==> src/rtl/mm_pkg.sv <==
`default_nettype none
// ----------------------------------------------------------------------------
// mm_pkg: shared state encoding and default widths for the job scheduler
// Rev 1.0
// ----------------------------------------------------------------------------
package mm_pkg;

    localparam int DEF_ADDR_WIDTH = 10;
    localparam int DEF_WORD_WIDTH = 17;
    localparam int DEF_CNT_WIDTH  = 8;

    typedef enum logic [2:0] {
        IDLE  = 3'd0,
        START = 3'd1,
        RUN   = 3'd2,
        NEXT  = 3'd3,
        FIN   = 3'd4
    } state_t;

endpackage
`default_nettype wire

==> src/rtl/mm_job_scheduler_if.sv <==
`default_nettype none
// ----------------------------------------------------------------------------
// mm_job_scheduler_if: command, core, host and BRAM signals of the scheduler
// Rev 1.0
// ----------------------------------------------------------------------------
interface mm_job_scheduler_if
    import mm_pkg::*;
#(
    parameter int ADDR_WIDTH = DEF_ADDR_WIDTH,
    parameter int WORD_WIDTH = DEF_WORD_WIDTH,
    parameter int CNT_WIDTH  = DEF_CNT_WIDTH
) ();
    logic                  cmd_valid_i;
    logic                  cmd_ready_o;
    logic [ADDR_WIDTH-1:0] cmd_base_i;
    logic [CNT_WIDTH-1:0]  cmd_count_i;
    logic                  busy_o;
    logic                  job_done_o;
    logic                  error_o;
    logic [CNT_WIDTH-1:0]  mul_index_o;

    logic                  mm_start_o;
    logic                  mm_done_i;
    logic                  mm_en_i;
    logic                  mm_we_i;
    logic [ADDR_WIDTH-1:0] mm_addr_i;
    logic [WORD_WIDTH-1:0] mm_din_i;
    logic [WORD_WIDTH-1:0] mm_dout_o;

    logic                  host_en_i;
    logic                  host_we_i;
    logic [ADDR_WIDTH-1:0] host_addr_i;
    logic [WORD_WIDTH-1:0] host_din_i;
    logic                  host_gnt_o;
    logic [WORD_WIDTH-1:0] host_dout_o;

    logic                  bram_en_o;
    logic                  bram_we_o;
    logic [ADDR_WIDTH-1:0] bram_addr_o;
    logic [WORD_WIDTH-1:0] bram_din_o;
    logic [WORD_WIDTH-1:0] bram_dout_i;

    // Scheduler side
    modport slave (
        input  cmd_valid_i, cmd_base_i, cmd_count_i,
        output cmd_ready_o, busy_o, job_done_o, error_o, mul_index_o,
        output mm_start_o, mm_dout_o,
        input  mm_done_i, mm_en_i, mm_we_i, mm_addr_i, mm_din_i,
        input  host_en_i, host_we_i, host_addr_i, host_din_i,
        output host_gnt_o, host_dout_o,
        output bram_en_o, bram_we_o, bram_addr_o, bram_din_o,
        input  bram_dout_i
    );

    // Processor / core / BRAM side
    modport master (
        output cmd_valid_i, cmd_base_i, cmd_count_i,
        input  cmd_ready_o, busy_o, job_done_o, error_o, mul_index_o,
        input  mm_start_o, mm_dout_o,
        output mm_done_i, mm_en_i, mm_we_i, mm_addr_i, mm_din_i,
        output host_en_i, host_we_i, host_addr_i, host_din_i,
        input  host_gnt_o, host_dout_o,
        input  bram_en_o, bram_we_o, bram_addr_o, bram_din_o,
        output bram_dout_i
    );
endinterface
`default_nettype wire

==> src/rtl/mm_bram_port_mux.sv <==
`default_nettype none
// ----------------------------------------------------------------------------
// mm_bram_port_mux: combinational host/core BRAM select with core address relocation
// Rev 1.0
// ----------------------------------------------------------------------------
module mm_bram_port_mux
    import mm_pkg::*;
#(
    parameter int ADDR_WIDTH = DEF_ADDR_WIDTH,
    parameter int WORD_WIDTH = DEF_WORD_WIDTH
) (
    input  logic                  host_gnt,
    input  logic [ADDR_WIDTH-1:0] base,
    input  logic                  mm_en,
    input  logic                  mm_we,
    input  logic [ADDR_WIDTH-1:0] mm_addr,
    input  logic [WORD_WIDTH-1:0] mm_din,
    input  logic                  host_en,
    input  logic                  host_we,
    input  logic [ADDR_WIDTH-1:0] host_addr,
    input  logic [WORD_WIDTH-1:0] host_din,
    input  logic [WORD_WIDTH-1:0] bram_dout,
    output logic                  bram_en,
    output logic                  bram_we,
    output logic [ADDR_WIDTH-1:0] bram_addr,
    output logic [WORD_WIDTH-1:0] bram_din,
    output logic [WORD_WIDTH-1:0] mm_dout,
    output logic [WORD_WIDTH-1:0] host_dout
);
    always_comb begin
        bram_en   = host_en;
        bram_we   = host_we;
        bram_addr = host_addr;
        bram_din  = host_din;
        if (!host_gnt) begin
            bram_en   = mm_en;
            bram_we   = mm_we;
            // Core addresses are operand-set relative; the sum wraps on overflow
            bram_addr = base + mm_addr;
            bram_din  = mm_din;
        end
    end

    assign mm_dout   = bram_dout;
    assign host_dout = bram_dout;
endmodule
`default_nettype wire

==> src/rtl/mm_job_scheduler.sv <==
`default_nettype none
// ----------------------------------------------------------------------------
// mm_job_scheduler: runs N back-to-back Montgomery multiplications and owns the BRAM port
// Rev 1.0
// ----------------------------------------------------------------------------
module mm_job_scheduler
    import mm_pkg::*;
#(
    parameter int ADDR_WIDTH = DEF_ADDR_WIDTH,
    parameter int WORD_WIDTH = DEF_WORD_WIDTH,
    parameter int CNT_WIDTH  = DEF_CNT_WIDTH,
    parameter int STRIDE     = 64,
    parameter int TIMEOUT    = 4095
) (
    input  logic              clock_i,
    input  logic              reset_i,
    mm_job_scheduler_if.slave bus
);
    localparam int WD_WIDTH = (TIMEOUT > 1) ? $clog2(TIMEOUT + 1) : 1;

    state_t                state;
    state_t                state_next;
    logic [ADDR_WIDTH-1:0] base;
    logic [CNT_WIDTH-1:0]  remaining;
    logic [CNT_WIDTH-1:0]  mul_index;
    logic [WD_WIDTH-1:0]   wd_count;
    logic                  done_q;
    logic                  error;
    logic                  job_done;
    logic                  done_edge;
    logic                  wd_expired;

    assign done_edge  = bus.mm_done_i & ~done_q;
    assign wd_expired = (TIMEOUT != 0) && (wd_count == WD_WIDTH'(TIMEOUT - 1));

    always_comb begin
        state_next = state;
        case (state)
            IDLE:    if (bus.cmd_valid_i)
                         state_next = (bus.cmd_count_i == '0) ? FIN : START;
            START:   state_next = RUN;
            // A completed multiplication wins over a same-cycle watchdog expiry
            RUN:     if (done_edge)
                         state_next = (remaining > CNT_WIDTH'(1)) ? NEXT : FIN;
                     else if (wd_expired)
                         state_next = FIN;
            NEXT:    state_next = START;
            FIN:     state_next = IDLE;
            default: state_next = IDLE;
        endcase
    end

    always_ff @(posedge clock_i) begin
        if (reset_i) begin
            state     <= IDLE;
            base      <= '0;
            remaining <= '0;
            mul_index <= '0;
            wd_count  <= '0;
            done_q    <= 1'b0;
            error     <= 1'b0;
            job_done  <= 1'b0;
        end else begin
            state    <= state_next;
            done_q   <= bus.mm_done_i;
            job_done <= (state == FIN);
            case (state)
                IDLE: if (bus.cmd_valid_i) begin
                    base      <= bus.cmd_base_i;
                    remaining <= bus.cmd_count_i;
                    mul_index <= '0;
                    error     <= 1'b0;
                end
                START: wd_count <= '0;
                RUN: begin
                    wd_count <= wd_count + 1'b1;
                    if (done_edge)
                        mul_index <= mul_index + CNT_WIDTH'(1);
                    else if (wd_expired)
                        error <= 1'b1;
                end
                NEXT: begin
                    base      <= base + ADDR_WIDTH'(STRIDE);
                    remaining <= remaining - CNT_WIDTH'(1);
                end
                default: ;
            endcase
        end
    end

    assign bus.cmd_ready_o = (state == IDLE);
    assign bus.host_gnt_o  = (state == IDLE);
    assign bus.busy_o      = (state != IDLE);
    assign bus.mm_start_o  = (state == START);
    assign bus.job_done_o  = job_done;
    assign bus.error_o     = error;
    assign bus.mul_index_o = mul_index;

    mm_bram_port_mux #(
        .ADDR_WIDTH (ADDR_WIDTH),
        .WORD_WIDTH (WORD_WIDTH)
    ) u_port_mux (
        .host_gnt  (state == IDLE),
        .base      (base),
        .mm_en     (bus.mm_en_i),
        .mm_we     (bus.mm_we_i),
        .mm_addr   (bus.mm_addr_i),
        .mm_din    (bus.mm_din_i),
        .host_en   (bus.host_en_i),
        .host_we   (bus.host_we_i),
        .host_addr (bus.host_addr_i),
        .host_din  (bus.host_din_i),
        .bram_dout (bus.bram_dout_i),
        .bram_en   (bus.bram_en_o),
        .bram_we   (bus.bram_we_o),
        .bram_addr (bus.bram_addr_o),
        .bram_din  (bus.bram_din_o),
        .mm_dout   (bus.mm_dout_o),
        .host_dout (bus.host_dout_o)
    );
endmodule
`default_nettype wire

==> src/flat_wrapper.sv <==
// flat-port wrapper written by rule: the top's interface ports become plain ports
module mm_job_scheduler_flat import mm_pkg::*;
#(
    parameter int ADDR_WIDTH = DEF_ADDR_WIDTH,
    parameter int WORD_WIDTH = DEF_WORD_WIDTH,
    parameter int CNT_WIDTH  = DEF_CNT_WIDTH,
    parameter int STRIDE     = 64,
    parameter int TIMEOUT    = 4095
)
  (clock_i, reset_i, bus_cmd_valid_i, bus_cmd_base_i, bus_cmd_count_i, bus_cmd_ready_o, bus_busy_o, bus_job_done_o, bus_error_o, bus_mul_index_o, bus_mm_start_o, bus_mm_dout_o, bus_mm_done_i, bus_mm_en_i, bus_mm_we_i, bus_mm_addr_i, bus_mm_din_i, bus_host_en_i, bus_host_we_i, bus_host_addr_i, bus_host_din_i, bus_host_gnt_o, bus_host_dout_o, bus_bram_en_o, bus_bram_we_o, bus_bram_addr_o, bus_bram_din_o, bus_bram_dout_i);
  mm_job_scheduler_if #(.ADDR_WIDTH(ADDR_WIDTH), .WORD_WIDTH(WORD_WIDTH), .CNT_WIDTH(CNT_WIDTH)) bus_i ();
  input  logic clock_i;
  input  logic reset_i;
  input wire logic [$bits(bus_i.cmd_valid_i)-1:0] bus_cmd_valid_i;
  input wire logic [$bits(bus_i.cmd_base_i)-1:0] bus_cmd_base_i;
  input wire logic [$bits(bus_i.cmd_count_i)-1:0] bus_cmd_count_i;
  output wire logic [$bits(bus_i.cmd_ready_o)-1:0] bus_cmd_ready_o;
  output wire logic [$bits(bus_i.busy_o)-1:0] bus_busy_o;
  output wire logic [$bits(bus_i.job_done_o)-1:0] bus_job_done_o;
  output wire logic [$bits(bus_i.error_o)-1:0] bus_error_o;
  output wire logic [$bits(bus_i.mul_index_o)-1:0] bus_mul_index_o;
  output wire logic [$bits(bus_i.mm_start_o)-1:0] bus_mm_start_o;
  output wire logic [$bits(bus_i.mm_dout_o)-1:0] bus_mm_dout_o;
  input wire logic [$bits(bus_i.mm_done_i)-1:0] bus_mm_done_i;
  input wire logic [$bits(bus_i.mm_en_i)-1:0] bus_mm_en_i;
  input wire logic [$bits(bus_i.mm_we_i)-1:0] bus_mm_we_i;
  input wire logic [$bits(bus_i.mm_addr_i)-1:0] bus_mm_addr_i;
  input wire logic [$bits(bus_i.mm_din_i)-1:0] bus_mm_din_i;
  input wire logic [$bits(bus_i.host_en_i)-1:0] bus_host_en_i;
  input wire logic [$bits(bus_i.host_we_i)-1:0] bus_host_we_i;
  input wire logic [$bits(bus_i.host_addr_i)-1:0] bus_host_addr_i;
  input wire logic [$bits(bus_i.host_din_i)-1:0] bus_host_din_i;
  output wire logic [$bits(bus_i.host_gnt_o)-1:0] bus_host_gnt_o;
  output wire logic [$bits(bus_i.host_dout_o)-1:0] bus_host_dout_o;
  output wire logic [$bits(bus_i.bram_en_o)-1:0] bus_bram_en_o;
  output wire logic [$bits(bus_i.bram_we_o)-1:0] bus_bram_we_o;
  output wire logic [$bits(bus_i.bram_addr_o)-1:0] bus_bram_addr_o;
  output wire logic [$bits(bus_i.bram_din_o)-1:0] bus_bram_din_o;
  input wire logic [$bits(bus_i.bram_dout_i)-1:0] bus_bram_dout_i;
  assign bus_i.cmd_valid_i = bus_cmd_valid_i;
  assign bus_i.cmd_base_i = bus_cmd_base_i;
  assign bus_i.cmd_count_i = bus_cmd_count_i;
  assign bus_cmd_ready_o = bus_i.cmd_ready_o;
  assign bus_busy_o = bus_i.busy_o;
  assign bus_job_done_o = bus_i.job_done_o;
  assign bus_error_o = bus_i.error_o;
  assign bus_mul_index_o = bus_i.mul_index_o;
  assign bus_mm_start_o = bus_i.mm_start_o;
  assign bus_mm_dout_o = bus_i.mm_dout_o;
  assign bus_i.mm_done_i = bus_mm_done_i;
  assign bus_i.mm_en_i = bus_mm_en_i;
  assign bus_i.mm_we_i = bus_mm_we_i;
  assign bus_i.mm_addr_i = bus_mm_addr_i;
  assign bus_i.mm_din_i = bus_mm_din_i;
  assign bus_i.host_en_i = bus_host_en_i;
  assign bus_i.host_we_i = bus_host_we_i;
  assign bus_i.host_addr_i = bus_host_addr_i;
  assign bus_i.host_din_i = bus_host_din_i;
  assign bus_host_gnt_o = bus_i.host_gnt_o;
  assign bus_host_dout_o = bus_i.host_dout_o;
  assign bus_bram_en_o = bus_i.bram_en_o;
  assign bus_bram_we_o = bus_i.bram_we_o;
  assign bus_bram_addr_o = bus_i.bram_addr_o;
  assign bus_bram_din_o = bus_i.bram_din_o;
  assign bus_i.bram_dout_i = bus_bram_dout_i;
  mm_job_scheduler #(.ADDR_WIDTH(ADDR_WIDTH), .WORD_WIDTH(WORD_WIDTH), .CNT_WIDTH(CNT_WIDTH), .STRIDE(STRIDE), .TIMEOUT(TIMEOUT)) u_core (.clock_i(clock_i), .reset_i(reset_i), .bus(bus_i));
endmodule
==> config.mk <==
export PLATFORM = sky130hd
export DESIGN_NAME = mm_job_scheduler_flat
export DESIGN_NICKNAME = d
export VERILOG_FILES = /design/src/rtl/mm_pkg.sv /design/src/rtl/mm_job_scheduler_if.sv /design/src/rtl/mm_bram_port_mux.sv /design/src/rtl/mm_job_scheduler.sv /design/src/flat_wrapper.sv
export SDC_FILE = /design/constraint.sdc
export NUM_CORES = 1
export LEC_CHECK = 0
export ABC_CLOCK_PERIOD_IN_PS = 4700
export BUFFER_PORTS_ARGS = -buffer_cell sky130_fd_sc_hd__buf_4
export CORE_UTILIZATION = 50
export CTS_BUF_LIST = sky130_fd_sc_hd__clkbuf_2
export CTS_CLUSTER_DIAMETER = 40
export DETAILED_ROUTE_END_ITERATION = 10
export PLACE_DENSITY = 0.95
export SYNTH_ARGS = -nofsm -noshare
export SYNTH_HDL_FRONTEND = slang
export SYNTH_HIERARCHICAL = 1
export SYNTH_SLANG_ARGS = --single-unit
==> constraint.sdc <==
create_clock -name clock_i -period 4.7 [get_ports clock_i]
set_input_delay 0 -clock clock_i [delete_from_list [all_inputs] [get_ports clock_i]]
set_output_delay 0 -clock clock_i [all_outputs]
set_load 0.03 [all_outputs]
### Word-level counts from Yosys, hierarchy flattened

Cells that the tools add are included.

* flip-flop bits (word level): 44
* output and inout port bits: 77
* bits of input ports: 97

* bitwise operators: 2
* reductions and logical operators: 10
* $lt $le $gt $ge: 1
* muxes and demuxes: 22
* add/subtract/negate cells: 5
* eq/ne operators: 10

Operator list (count)
* one-hot mux 8 bit (2 select lines): 2
* 2-to-1 mux 8 bit: 3
* one-hot mux 12 bit (2 select lines): 1
* 2-to-1 mux 10 bit: 2
* one-hot mux 10 bit (2 select lines): 1
* 2-to-1 mux 17 bit: 1
* 2-to-1 mux 3 bit: 5
* adder 12 x 1 -> 12 bit, second input constant: 1
* == test 12 bit, second input constant: 1
* one-hot mux 3 bit (4 select lines): 1
* adder 10 bit: 1
* adder 10 x 7 -> 10 bit, second input constant: 1
* adder 8 x 1 -> 8 bit, second input constant: 1
* greater-than comparator 8 x 1 -> 1 bit, second input constant: 1
* logical NOT 8 bit: 1
* subtractor 8 x 1 -> 8 bit, second input constant: 1
* == test 3 x 2 -> 1 bit, second input constant: 2
* nonzero test 2 bit: 3
* 2-to-1 mux 1 bit: 5
* inequality test 2 x 1 -> 1 bit, second input constant: 2
* inequality test 2 bit, second input constant: 2
* AND reduction 2 bit: 2
* AND reduction 4 bit: 1
* == test 3 x 1 -> 1 bit, second input constant: 1
* 8 further kinds: 8

### Logic depth before layout (Yosys ltp)

* word-level depth: 4
* depth in mapped cells: 7
* mapped depth without buffers: 6

### Cells and area by module

Netlist, hierarchy kept.

Modules (own cells, without submodules)
* mm_job_scheduler: instances 1, cells an instance 262, area each 2142.1 um2
* mm_bram_port_mux: instances 1, cells an instance 139, area each 1076.0 um2

### Worst setup path after synthesis

Ideal clock, no wire load.

* path type: reg2out
* start: register u_core.state[0]
* end: output port bus_bram_addr_o[7]
* setup slack: 1.958 ns
* arrival time: 2.742 ns
* cell stages (with the launch flop): 7
* path through: dfxtp_1 clkbuf_1 nor3_1 clkbuf_1 clkbuf_1 a211oi_1 nor3_1

* longest elaborated chain between the ends: 2

RTL lines
* start: declaration: line mm_job_scheduler.sv:21 `state_t state;`
* start signal: assignment: line mm_job_scheduler.sv:64 `state <= state_next;`
* logical NOT 3 bit
* via bus_cmd_ready_o: line flat_wrapper.sv:17 `output wire logic [$bits(bus_i.cmd_ready_o)-1:0] bus_cmd_ready_o;`
* 2-to-1 mux 10 bit: line mm_bram_port_mux.sv:35 `if (!host_gnt) begin`
* end: declaration: line flat_wrapper.sv:37 `output wire logic [$bits(bus_i.bram_addr_o)-1:0] bus_bram_addr_o;`

The timed path passes the listed nets, and every way through them passes these cells.

### Worst setup path after layout

* start: register u_core.state[0]
* end: register u_core.base[6]

* longest elaborated chain between the ends: 3

RTL lines
* == test 3 x 2 -> 1 bit or logical NOT 3 bit (tied branches): line mm_job_scheduler.sv:67 `case (state)`
* nonzero test 2 bit (no source line) or inequality test 2 bit (tied branches)
* AND reduction 2 bit (no source line)
* end signal: assignment: line mm_job_scheduler.sv:69 `base <= bus.cmd_base_i;`
* end signal: assignment: line mm_job_scheduler.sv:83 `base <= base + ADDR_WIDTH'(STRIDE);`
* end: declaration: line mm_job_scheduler.sv:23 `logic [ADDR_WIDTH-1:0] base;`

Parallel ways exist; a longest one is shown, timed or not.
A chain may end at the register's enable or synchronous reset.

==> reports/results.tsv <==
stage	metric	value	unit
final_layout	Sequential Area	881	sq um
final_layout	share of layout cells above drive strength 1	0.337	
timing	RSZ-0062 raised after global routing	no	
hold_path	Hold Startpoint	bus_bram_dout_i[1]	
place	Buffers on Ports	122	
clock_tree	Clock Pin Slew Worst Setup and Hold Paths	0.23	ns
clock_tree	CTS tree	done	
synthesis	asr flop ratio synth	0	
timing	Clock Skew	0.0193	ns
clock_tree	CTS resizes	0	
routing	total vias in the final route	3431	
place	placed insts	543	
floorplan	I/O Pins	174	
final_layout	Antenna diodes	0	
synthesis	cell taking the most area after synthesis	dfxtp_1	
routing	aggregate routed wire length	9720	um
final_layout	post-route insts no fill	576	
synthesis	#FFs+latches synth	44	
timing	Final Cycle Share	0.622	
clock_tree	TritonCTS Buffers	5	
timing	final setup fails	0	
pwr	LEAKAGE	0.00175	uW
pwr	PnR Total Power	1910	uW
setup_path	most used cell, CP	nor2_1	
setup_path	crit-path cells	nor4b_2, nor2_1, a221oi_1, nor2_1, dlygate4sd3_1	
timing	Worst-Margin Slew	1.13	ns
clock_tree	Clock Path Buffers	2	
synthesis	most frequent cell after synthesis	dfxtp_1	
global_route	total grt overflow	0	
global_route	global-route wire length before repair	14700	um
timing	setup total negative slack	0	ns
floorplan	die area	6760	sq um
setup_path	delay of the slowest critical-path stage	1.01	ns
place	post-DP HPWL	7340	um
synthesis	unique cell type count in the Yosys netlist	60	
routing	DRT antenna net count	0	
setup_path	Setup CP Type	reg -> reg	
routing	Routed WL per cell	16.9	um
setup_path	Critical Path AT	3.23	ns
timing	Worst Hold Margin	0.0000169	ns
clock_tree	clock root buffer	clkbuf_2	
floorplan	Core ar.	6060	sq um
global_route	initial antenna violation count	0	
routing	Vias/cell	5.96	
clock_tree	worst skew pair latency	0.40	ns
synthesis	Mean Syn Cell Area	8.03	sq um
flow_run	MaxCap Viol Count	0	
timing	fmax	342	MHz
setup_path	startpoint types	register	
synthesis	synth warn	6	
clock_tree	H-tree depth	2	
synthesis	sequential fraction of the synthesis area	0.274	
final_layout	fill cell total of the finished layout	481	
final_layout	layout net count	613	
timing	minimum clock period	2.92	ns
outcome	outcome	finished, final reports clean	
global_route	GR Util All Layers	0.283	
floorplan	Row Count	28	
setup_path	Crit Path Max Fanout	13	
synthesis	post-synth top area share	0.274	
hold_path	Hold WC Path Type	in -> out	
setup_path	origin of the critical flop-to-flop path	u_core/state[0]	
setup_path	Crit-path slowest cell	nor4b_2	
synthesis	Top FF cell, synth	dfxtp_1	
synthesis	Area contributors post-synth	dfxtp_1, mux2_2, buf_4, ha_1, a21oi_1	
synthesis	Syn Inst Count	401	
timing	Final Hold Viols	0	
place	RD Place Congestion	0.866	
final_layout	Layout area overhead	30.0	%
routing	First-pass DRT Iterations	7	
pwr	Power Density	456	nW/um^2
setup_path	Crit. End Element	register	
clock_tree	CTS Sinks	44	
setup_path	CP required	5.01	ns
global_route	largest net degree at the start of global routing	47	
global_route	number of global-route vias before repair	3217	
final_layout	Post-Route Utilization	0.690	
timing	Slew headroom	0.242	
final_layout	area of the multi-input gates	1950	sq um
routing	initial drt markers	227	
floorplan	chip width	82.2	um
synthesis	top cells by count, synth	dfxtp_1, a21oi_1, nand2_1	
synthesis	Synthesized Nets	514	
pwr	worst IR drop on VDD	0.000472	V
synthesis	cell area after synthesis	3220	sq um
floorplan	Die Height	82.2	um
routing	Post-route DRC	0	
setup_path	Critical Path Start	u_core/state[0]	
floorplan	Initial Util	0.531	
synthesis	EDFF count, synth	0	
timing	final slew viol count	0	
==> area by class of cell <==
class,count,share of cell area
flip-flops and latches,44,0.211
clock inverters,2,0.00269
repair buffers,148,0.281
well taps,75,0.0224
multi-input cells,290,0.467
inverters,11,0.00987
clock buffers,6,0.00718
==> where the power goes <==
| group | leakage [uW] | total (uW) | internal (uW) | switching, uW |
|---|---|---|---|---|
| clock | 0.0000266 | 157 | 37.2 | 120 |
| sequential | 0.000358 | 488 | 423 | 65.3 |
| combinational | 0.00137 | 1260 | 508 | 753 |
| total | 0.00175 | 1910 | 969 | 939 |
==> cell families (layout without fill, tap and decap cells) <==
group | Yosys count | count (layout) | synth area share
adders and majority gates | 16 | 16 | 0.0645
and+or+nand+nor | 144 | 144 | 0.238
xor gates and xnor gates | 5 | 5 | 0.0136
muxes | 25 | 25 | 0.0875
DFF | 44 | 44 | 0.274
AOI/OAI and AO/OA | 100 | 100 | 0.202
buffers and inverters | 67 | 167 | 0.121
==> metal layers <==
| layer | up-vias | part of all wire | global-route usage |
|---|---|---|---|
| li1 | 1618 | - | - |
| met1 | 1585 | 0.37 | 0.298 |
| met2 | 197 | 0.50 | 0.521 |
| met3 | 31 | 0.095 | 0.0747 |
| met4 | 0 | 0.036 | 0.132 |
| met5 | - | 0 | 0 |
==> flip-flops by register name, indices dropped and copies added, names as in the netlist <==
| name | cells |
|---|---|
| u_core/wd_count | 12 |
| u_core/remaining | 8 |
| u_core/bus.error_o | 1 |
| u_core/state | 3 |
| u_core/base | 10 |
| u_core/bus.job_done_o | 1 |
| u_core/bus.mul_index_o | 8 |
| u_core/done_q | 1 |
==> per-stage QoR <==
stage / instance area (sq um) / setup WS [ns]
4_1_cts: 4180 / 1.95
2_1_floorplan: 3220 / 1.96
6_report: 4180 / 1.78
3_5_place_dp: 3890 / 2.41
5_1_grt: 4180 / 1.49
3_3_place_gp: 3890 / 2.51
==> final timing paths <==
path         cells after the start                  to  slack [ns]
min                              0  bus_host_dout_o[1]     0.00002
max reg2reg                      5      u_core/base[6]        1.78
min reg2reg                      2      u_core/base[3]        0.48
max                              5      u_core/base[6]        1.78
==> cells in the final DEF, fill, tap and decap left out, types with 6 or more instances in the layout <==
cell type,Yosys,routed
inv_1,11,11
nor3_1,11,10
dfxtp_1,44,44
a21oi_1,37,37
buf_4,35,123
clkbuf_2,1,6
nand2_1,37,37
nor4_1,6,6
nand3_1,10,10
dlygate4sd3_1,0,25
o31ai_1,6,6
ha_1,15,15
o21ai_0,17,17
mux2_2,25,25
nor2_1,33,33
==> worst max-delay path, delay by kind of cell, from the launching register on <==
family / cells / cell delay (ns)
and+or+nand+nor: 3 / 1.40
buffers and inverters: 1 / 0.56
DFF: 1 / 0.47
AOI/OAI and AO/OA: 1 / 0.40
==> what timing repair did <==
item	4_1_cts	5_1_grt
setup buffers	0	0
hold buffers	25	0
hold endpoints to repair	25	0
Power figures use the tool's default switching activity.
